--- config.mk ---
export PLATFORM = sky130hd
export DESIGN_NAME = uart_rx
export DESIGN_NICKNAME = d
export VERILOG_FILES = /design/src/rtl/uart_pkg.sv /design/src/rtl/uart_sync.sv /design/src/rtl/uart_rx.sv
export SDC_FILE = /design/constraint.sdc
export NUM_CORES = 1
export LEC_CHECK = 0
export CAP_MARGIN = 25
export CORE_MARGIN = 4
export CORE_UTILIZATION = 60
export CTS_BUF_LIST = sky130_fd_sc_hd__clkbuf_16
export DETAILED_ROUTE_END_ITERATION = 12
export HOLD_SLACK_MARGIN = 0.03
export PLACE_DENSITY = 0.92
export SETUP_SLACK_MARGIN = 0.15
export SYNTH_ARGS = -nofsm -noshare
export SYNTH_HDL_FRONTEND = slang
export SYNTH_SLANG_ARGS = --single-unit
--- constraint.sdc ---
create_clock -name clk -period 4.5 [get_ports clk]
set_input_delay 0.45 -clock clk [delete_from_list [all_inputs] [get_ports clk]]
set_output_delay 0.45 -clock clk [all_outputs]
set_load 0.01 [all_outputs]
--- src/rtl/uart_pkg.sv ---
// Shared definitions for the UART receive path and the handshake controller.
//   HS_RB / HS_FH     : handshake byte codes pre-decoded by the receiver
//   uart_rx_state_t   : receiver FSM state encoding
//   SYNC_DEPTH        : flop count of the rxd synchroniser
//   clks_per_bit()    : system clocks per serial bit, truncated
package uart_pkg;

  localparam logic [7:0] HS_RB = 8'hAA;
  localparam logic [7:0] HS_FH = 8'hDD;

  localparam int SYNC_DEPTH = 2;

  typedef enum logic [2:0] {
    WAIT_IDLE = 3'd0,
    IDLE      = 3'd1,
    START     = 3'd2,
    DATA      = 3'd3,
    STOP      = 3'd4
  } uart_rx_state_t;

  function automatic int clks_per_bit(input int clk_hz, input int baud);
    return clk_hz / baud;
  endfunction

endpackage

--- src/rtl/uart_sync.sv ---
// Multi-flop synchroniser for a single asynchronous input.
//   clk      : destination clock
//   rst_n    : asynchronous active-low reset, loads RESET_VAL into every stage
//   d        : asynchronous input
//   q        : synchronised output, DEPTH cycles behind d
module uart_sync #(
  parameter int   DEPTH     = 2,
  parameter logic RESET_VAL = 1'b1
) (
  input  logic clk,
  input  logic rst_n,
  input  logic d,
  output logic q
);

  logic [DEPTH-1:0] stages;

  always_ff @(posedge clk or negedge rst_n) begin
    if (!rst_n) begin
      stages <= {DEPTH{RESET_VAL}};
    end else begin
      stages <= {stages[DEPTH-2:0], d};
    end
  end

  assign q = stages[DEPTH-1];

endmodule

--- src/rtl/uart_rx.sv ---
// 8N1 UART receiver with mid-bit sampling and handshake byte pre-decode.
//   clk          : system clock
//   rst_n        : asynchronous active-low reset
//   rxd          : raw serial line, idle high, asynchronous to clk
//   rx_data      : last good byte, held until the next one
//   rx_valid     : one-cycle strobe, rx_data valid this cycle
//   rx_frame_err : one-cycle strobe, stop bit sampled low
//   hs_rb        : with rx_valid when the byte is HS_RB
//   hs_fh        : with rx_valid when the byte is HS_FH
//   rx_busy      : high while a frame is being received (START/DATA/STOP)
//
// state     | meaning
// ----------+-------------------------------------------------------------
// WAIT_IDLE | line not yet seen idle (after reset or framing error)
// IDLE      | line idle, waiting for a falling edge
// START     | counting to the middle of the start bit to confirm it
// DATA      | sampling the eight data bits one bit period apart
// STOP      | sampling the stop bit, emitting the byte or an error
module uart_rx
  import uart_pkg::*;
#(
  parameter int CLK_FREQ_HZ = 7_000_000,
  parameter int BAUD_RATE   = 115200
) (
  input  logic       clk,
  input  logic       rst_n,
  input  logic       rxd,
  output logic [7:0] rx_data,
  output logic       rx_valid,
  output logic       rx_frame_err,
  output logic       hs_rb,
  output logic       hs_fh,
  output logic       rx_busy
);

  localparam int CPB   = clks_per_bit(CLK_FREQ_HZ, BAUD_RATE);
  localparam int HALF  = CPB / 2;
  localparam int CNT_W = $clog2(CPB);

  localparam logic [CNT_W-1:0] CNT_BIT    = CNT_W'(CPB - 1);
  localparam logic [CNT_W-1:0] CNT_HALF   = CNT_W'(HALF - 1);
  localparam logic [CNT_W-1:0] CNT_SETTLE = CNT_W'(SYNC_DEPTH);

  logic           rxd_s;
  uart_rx_state_t state;
  logic [CNT_W-1:0] cnt;
  logic [2:0]     bit_idx;
  logic [7:0]     shreg;

  uart_sync #(
    .DEPTH     (SYNC_DEPTH),
    .RESET_VAL (1'b1)
  ) u_sync (
    .clk   (clk),
    .rst_n (rst_n),
    .d     (rxd),
    .q     (rxd_s)
  );

  always_ff @(posedge clk or negedge rst_n) begin
    if (!rst_n) begin
      state        <= WAIT_IDLE;
      cnt          <= '0;
      bit_idx      <= '0;
      shreg        <= '0;
      rx_data      <= '0;
      rx_valid     <= 1'b0;
      rx_frame_err <= 1'b0;
      hs_rb        <= 1'b0;
      hs_fh        <= 1'b0;
      rx_busy      <= 1'b0;
    end else begin
      rx_valid     <= 1'b0;
      rx_frame_err <= 1'b0;
      hs_rb        <= 1'b0;
      hs_fh        <= 1'b0;

      case (state)
        // The synchroniser resets high, so its first SYNC_DEPTH outputs after
        // reset are not real line samples. Requiring SYNC_DEPTH+1 consecutive
        // highs keeps a line held low through reset from looking idle.
        WAIT_IDLE: begin
          rx_busy <= 1'b0;
          if (!rxd_s) begin
            cnt <= '0;
          end else if (cnt == CNT_SETTLE) begin
            cnt   <= '0;
            state <= IDLE;
          end else begin
            cnt <= cnt + 1'b1;
          end
        end

        IDLE: begin
          if (!rxd_s) begin
            cnt     <= '0;
            rx_busy <= 1'b1;
            state   <= START;
          end
        end

        START: begin
          if (cnt == CNT_HALF) begin
            cnt <= '0;
            if (!rxd_s) begin
              bit_idx <= '0;
              state   <= DATA;
            end else begin
              rx_busy <= 1'b0;
              state   <= IDLE;
            end
          end else begin
            cnt <= cnt + 1'b1;
          end
        end

        DATA: begin
          if (cnt == CNT_BIT) begin
            cnt     <= '0;
            shreg   <= {rxd_s, shreg[7:1]};
            bit_idx <= bit_idx + 1'b1;
            if (bit_idx == 3'd7) begin
              state <= STOP;
            end
          end else begin
            cnt <= cnt + 1'b1;
          end
        end

        // Leaving at mid-stop-bit gives half a bit of slack before the next
        // start edge of a back-to-back frame.
        STOP: begin
          if (cnt == CNT_BIT) begin
            cnt     <= '0;
            rx_busy <= 1'b0;
            if (rxd_s) begin
              rx_data  <= shreg;
              rx_valid <= 1'b1;
              hs_rb    <= (shreg == HS_RB);
              hs_fh    <= (shreg == HS_FH);
              state    <= IDLE;
            end else begin
              rx_frame_err <= 1'b1;
              state        <= WAIT_IDLE;
            end
          end else begin
            cnt <= cnt + 1'b1;
          end
        end

        default: begin
          cnt     <= '0;
          rx_busy <= 1'b0;
          state   <= WAIT_IDLE;
        end
      endcase
    end
  end

endmodule

==> results by group <==
Logic synthesis
  – Mapped cell area: 1660 µm²
  – Warnings from Yosys: 0
  – Dominant cell type by area after synthesis: dfrtp_1
  – Asr flop ratio synth: 1.00
  – Synth Area in XOR/XNOR: 0.00529
  – Synth Area in Simple Gates: 0.254
  – Post-Synth Adder-Cell Area: 0.0378
  – Synth Register Bits: 35
  – Sequential-to-total area share from yosys stat: 0.530
  – Cell variety after synth: 44
  – Synthesized Nets: between 150 and 200
  – Post-synthesis mux area share: 0.0272
  – Mean post-synth cell area: 10.1 µm²
  – Most used DFF post-synth: dfrtp_1
  – Mapped Cells: 164
  – Yosys top cell area share: 0.498
  – Compound-Gate Fraction of Synth Area: 0.117
  – Main combinational cell family by area after synthesis: simple AND/OR/NAND/NOR gates
  – Post-synth EDFFs: 0
  – Most numerous cell in the Yosys netlist: nand2_1
  – Synth area leaders: dfrtp_1, nand2_1, ha_1, dfstp_2, o21ai_0
  – Synth top cells by count: nand2_1, dfrtp_1, o21ai_0, nor2_1

GRT
  – Initial antenna violation count: 0
  – Number of global-route vias before repair: 1,378
  – GRT Total Usage: 0.224
  – Largest net degree at the start of global routing: 36
  – Global route overflow: 0
  – First-pass GRT wire length: 5930 µm

Drt
  – Antenna viol nets, final: 0
  – Iter 0 DRT Violations: 31
  – Drt via density: 6.04
  – Routed WL: between 3000 and 4000 µm
  – DRC: 0
  – Avg WL per Cell: 16.1 µm
  – DR pass1 iterations: 4
  – Via count: 1,287

STA
  – Fmax: 0.485 GHz
  – TNS Setup: 0 ns
  – Worst slew pin tran: about 0.6 ns
  – Final setup violation count: 0
  – Final period util: 0.458
  – Period minus WS final: 2.06 ns
  – Final hold vios: 0
  – RSZ-0062 raised after global routing: false
  – Slew Limit Fails: 0
  – Clock Skew: 0.00212 ns
  – Slew HR: 0.604

Setup path
  – WS Path Type: reg -> reg
  – Req. time, crit path: roughly 4.7 ns
  – CP Data Arrival Time: between 2 and 2.5 ns
  – Cell count along the critical path: 7
  – Slowest Stage Delay on Critical Path: 0.56 ns
  – Family with the most delay on the worst path: simple AND/OR/NAND/NOR gates
  – Crit path launch: cnt[0]
  – Worst R2R Start: cnt[0]
  – Slowest CP cell: or3_1
  – Worst-path cell chain: ha_1 > and4b_1 > nand2_1 > or3_1 > clkinv_4 > nand3_4 > nor4_4
  – Bufs and invs on worst path: 1
  – Kind of start point of the critical path: register
  – Worst-path maximum fanout: 9
  – Reg2Reg Depth: 7
  – Critical path endpoint category: register

Worst hold path
  – HP Start: u_sync.stages[0]
  – Min-delay worst type: reg -> reg
  – Hold depth: 0

Clocking
  – Worst skew pair latency: 0.27 ns
  – Post_cts resized: 0
  – CTS buffer count: 5
  – Post-CTS Setup Repair Bufs: 0
  – Clock Tree Root: clkbuf_16
  – CTS Buffer Depth: 2
  – Post-CTS Hold Fix Bufs: 0
  – Sinks on Clock Net: 35
  – CTS tree: built
  – H-Tree Depth: 2
  – CTS clk-pin slew, worst paths: 0.05 ns

Placement
  – DP Cell Count: around 210
  – Port Buf Inserts: 15
  – DP Area: 1830 µm²
  – RD Place Congestion: roughly 0.91
  – Post-DP HPWL: 2510 µm

Floorplanning
  – Ports: 16
  – Die W: 60.5 µm
  – FP Rows: 18
  – Initial core utilization: 0.651
  – Die height: 60.5 µm
  – Core Region: 2540 µm²
  – Die ar.: ~3700 µm²

Cells and area
  – Syn-to-layout area delta: 18.4%
  – Share of post-route cells with drive strength above 1: 0.0984
  – Multi-input gate area: ~730 µm²
  – Fillers: around 170
  – Finished Core Util: 0.770
  – Design area: 1960 µm²
  – Post-Layout Cell Count: approximately 210
  – Final Net Count: 192
  – Reg area: 878 µm²
  – N_diodes: 0

Pwr
  – Leak: a little over 0.9 nW
  – Pwr dens: 453 nW/µm²
  – Max IR drop VDD: about 0.42 mV

Outcome
  – Status: finished, final reports clean

Flow run
  – Max-Cap Viols: 0
sequential cells by signal, summed over array words and instances, names as in the netlist:
signal         count
rx_busy            1
hs_rb              1
u_sync.stages      2
bit_idx            3
rx_data            8
shreg              8
rx_valid           1
hs_fh              1
rx_frame_err       1
cnt                6
state              3
power by group:
part	switching, mW	leakage [nW]	internal (mW)
registers	0.0399	0.474	0.343
clock network	0.109	0.0669	0.196
logic	0.114	0.387	0.0866
kinds of logic after synthesis:
kind of cell | Yosys count
AND/OR/NAND/NOR | 81
flip-flops | 35
AO/OA/AOI/OAI | 29
buffers and inverters | 9
adder cells (fa/ha/maj) | 5
multiplexers | 4
XOR/XNOR | 1
layout make-up:
class,count,area share
clock buffer,5,0.0638
clock inverter,1,0.00191
inverter,6,0.0140
multi-input combinational,120,0.373
sequential,35,0.448
tap,30,0.0191
timing repair buffer,16,0.0804
metrics by stage:
step	hold WS (ns)	total power, mW	setup WS [ns]
floorplan	0.154	0.526	2.71
detailed placement	0.350	0.584	2.45
CTS	0.357	0.894	2.44
global route	0.363	0.943	2.26
finish	0.359	0.888	2.44
global placement	0.346	0.571	2.54
layout by cell type (no fill, tap or decap), drive strengths merged, types with 3 or more instances in the layout:
| master | netlist | routed |
|---|---|---|
| o21ai | 10 | 10 |
| nand3 | 6 | 6 |
| a21o | 3 | 3 |
| clkbuf | 1 | 5 |
| nor3 | 4 | 4 |
| nor2 | 8 | 8 |
| clkdlybuf4s50 | 0 | 15 |
| nand2 | 43 | 43 |
| dfrtp | 33 | 33 |
| ha | 5 | 5 |
| a31oi | 3 | 3 |
| or3 | 3 | 3 |
| inv | 5 | 6 |
| mux2 | 4 | 4 |
| nor4 | 3 | 3 |
layer usage:
| layer | global-route usage | vias to the layer above | routed length [µm] |
|---|---|---|---|
| met4 | 0.0929 | 0 | 66 |
| met1 | 0.223 | 634 | 1330 |
| met2 | 0.423 | 33 | 1830 |
| met5 | 0 | - | 0 |
| met3 | 0.0745 | 9 | 203 |
| li1 | - | 611 | - |
worst paths after layout:
path                                         end  slack [ns]
worst max-delay path                       hs_rb        2.44
worst max register to register             hs_rb        2.44
min in group asynchronous                  hs_rb        0.60
max in group asynchronous       u_sync.stages[0]        3.56
worst min register to register  u_sync.stages[1]        0.36
worst min-delay path            u_sync.stages[1]        0.36
Power figures use the tool's default switching activity.
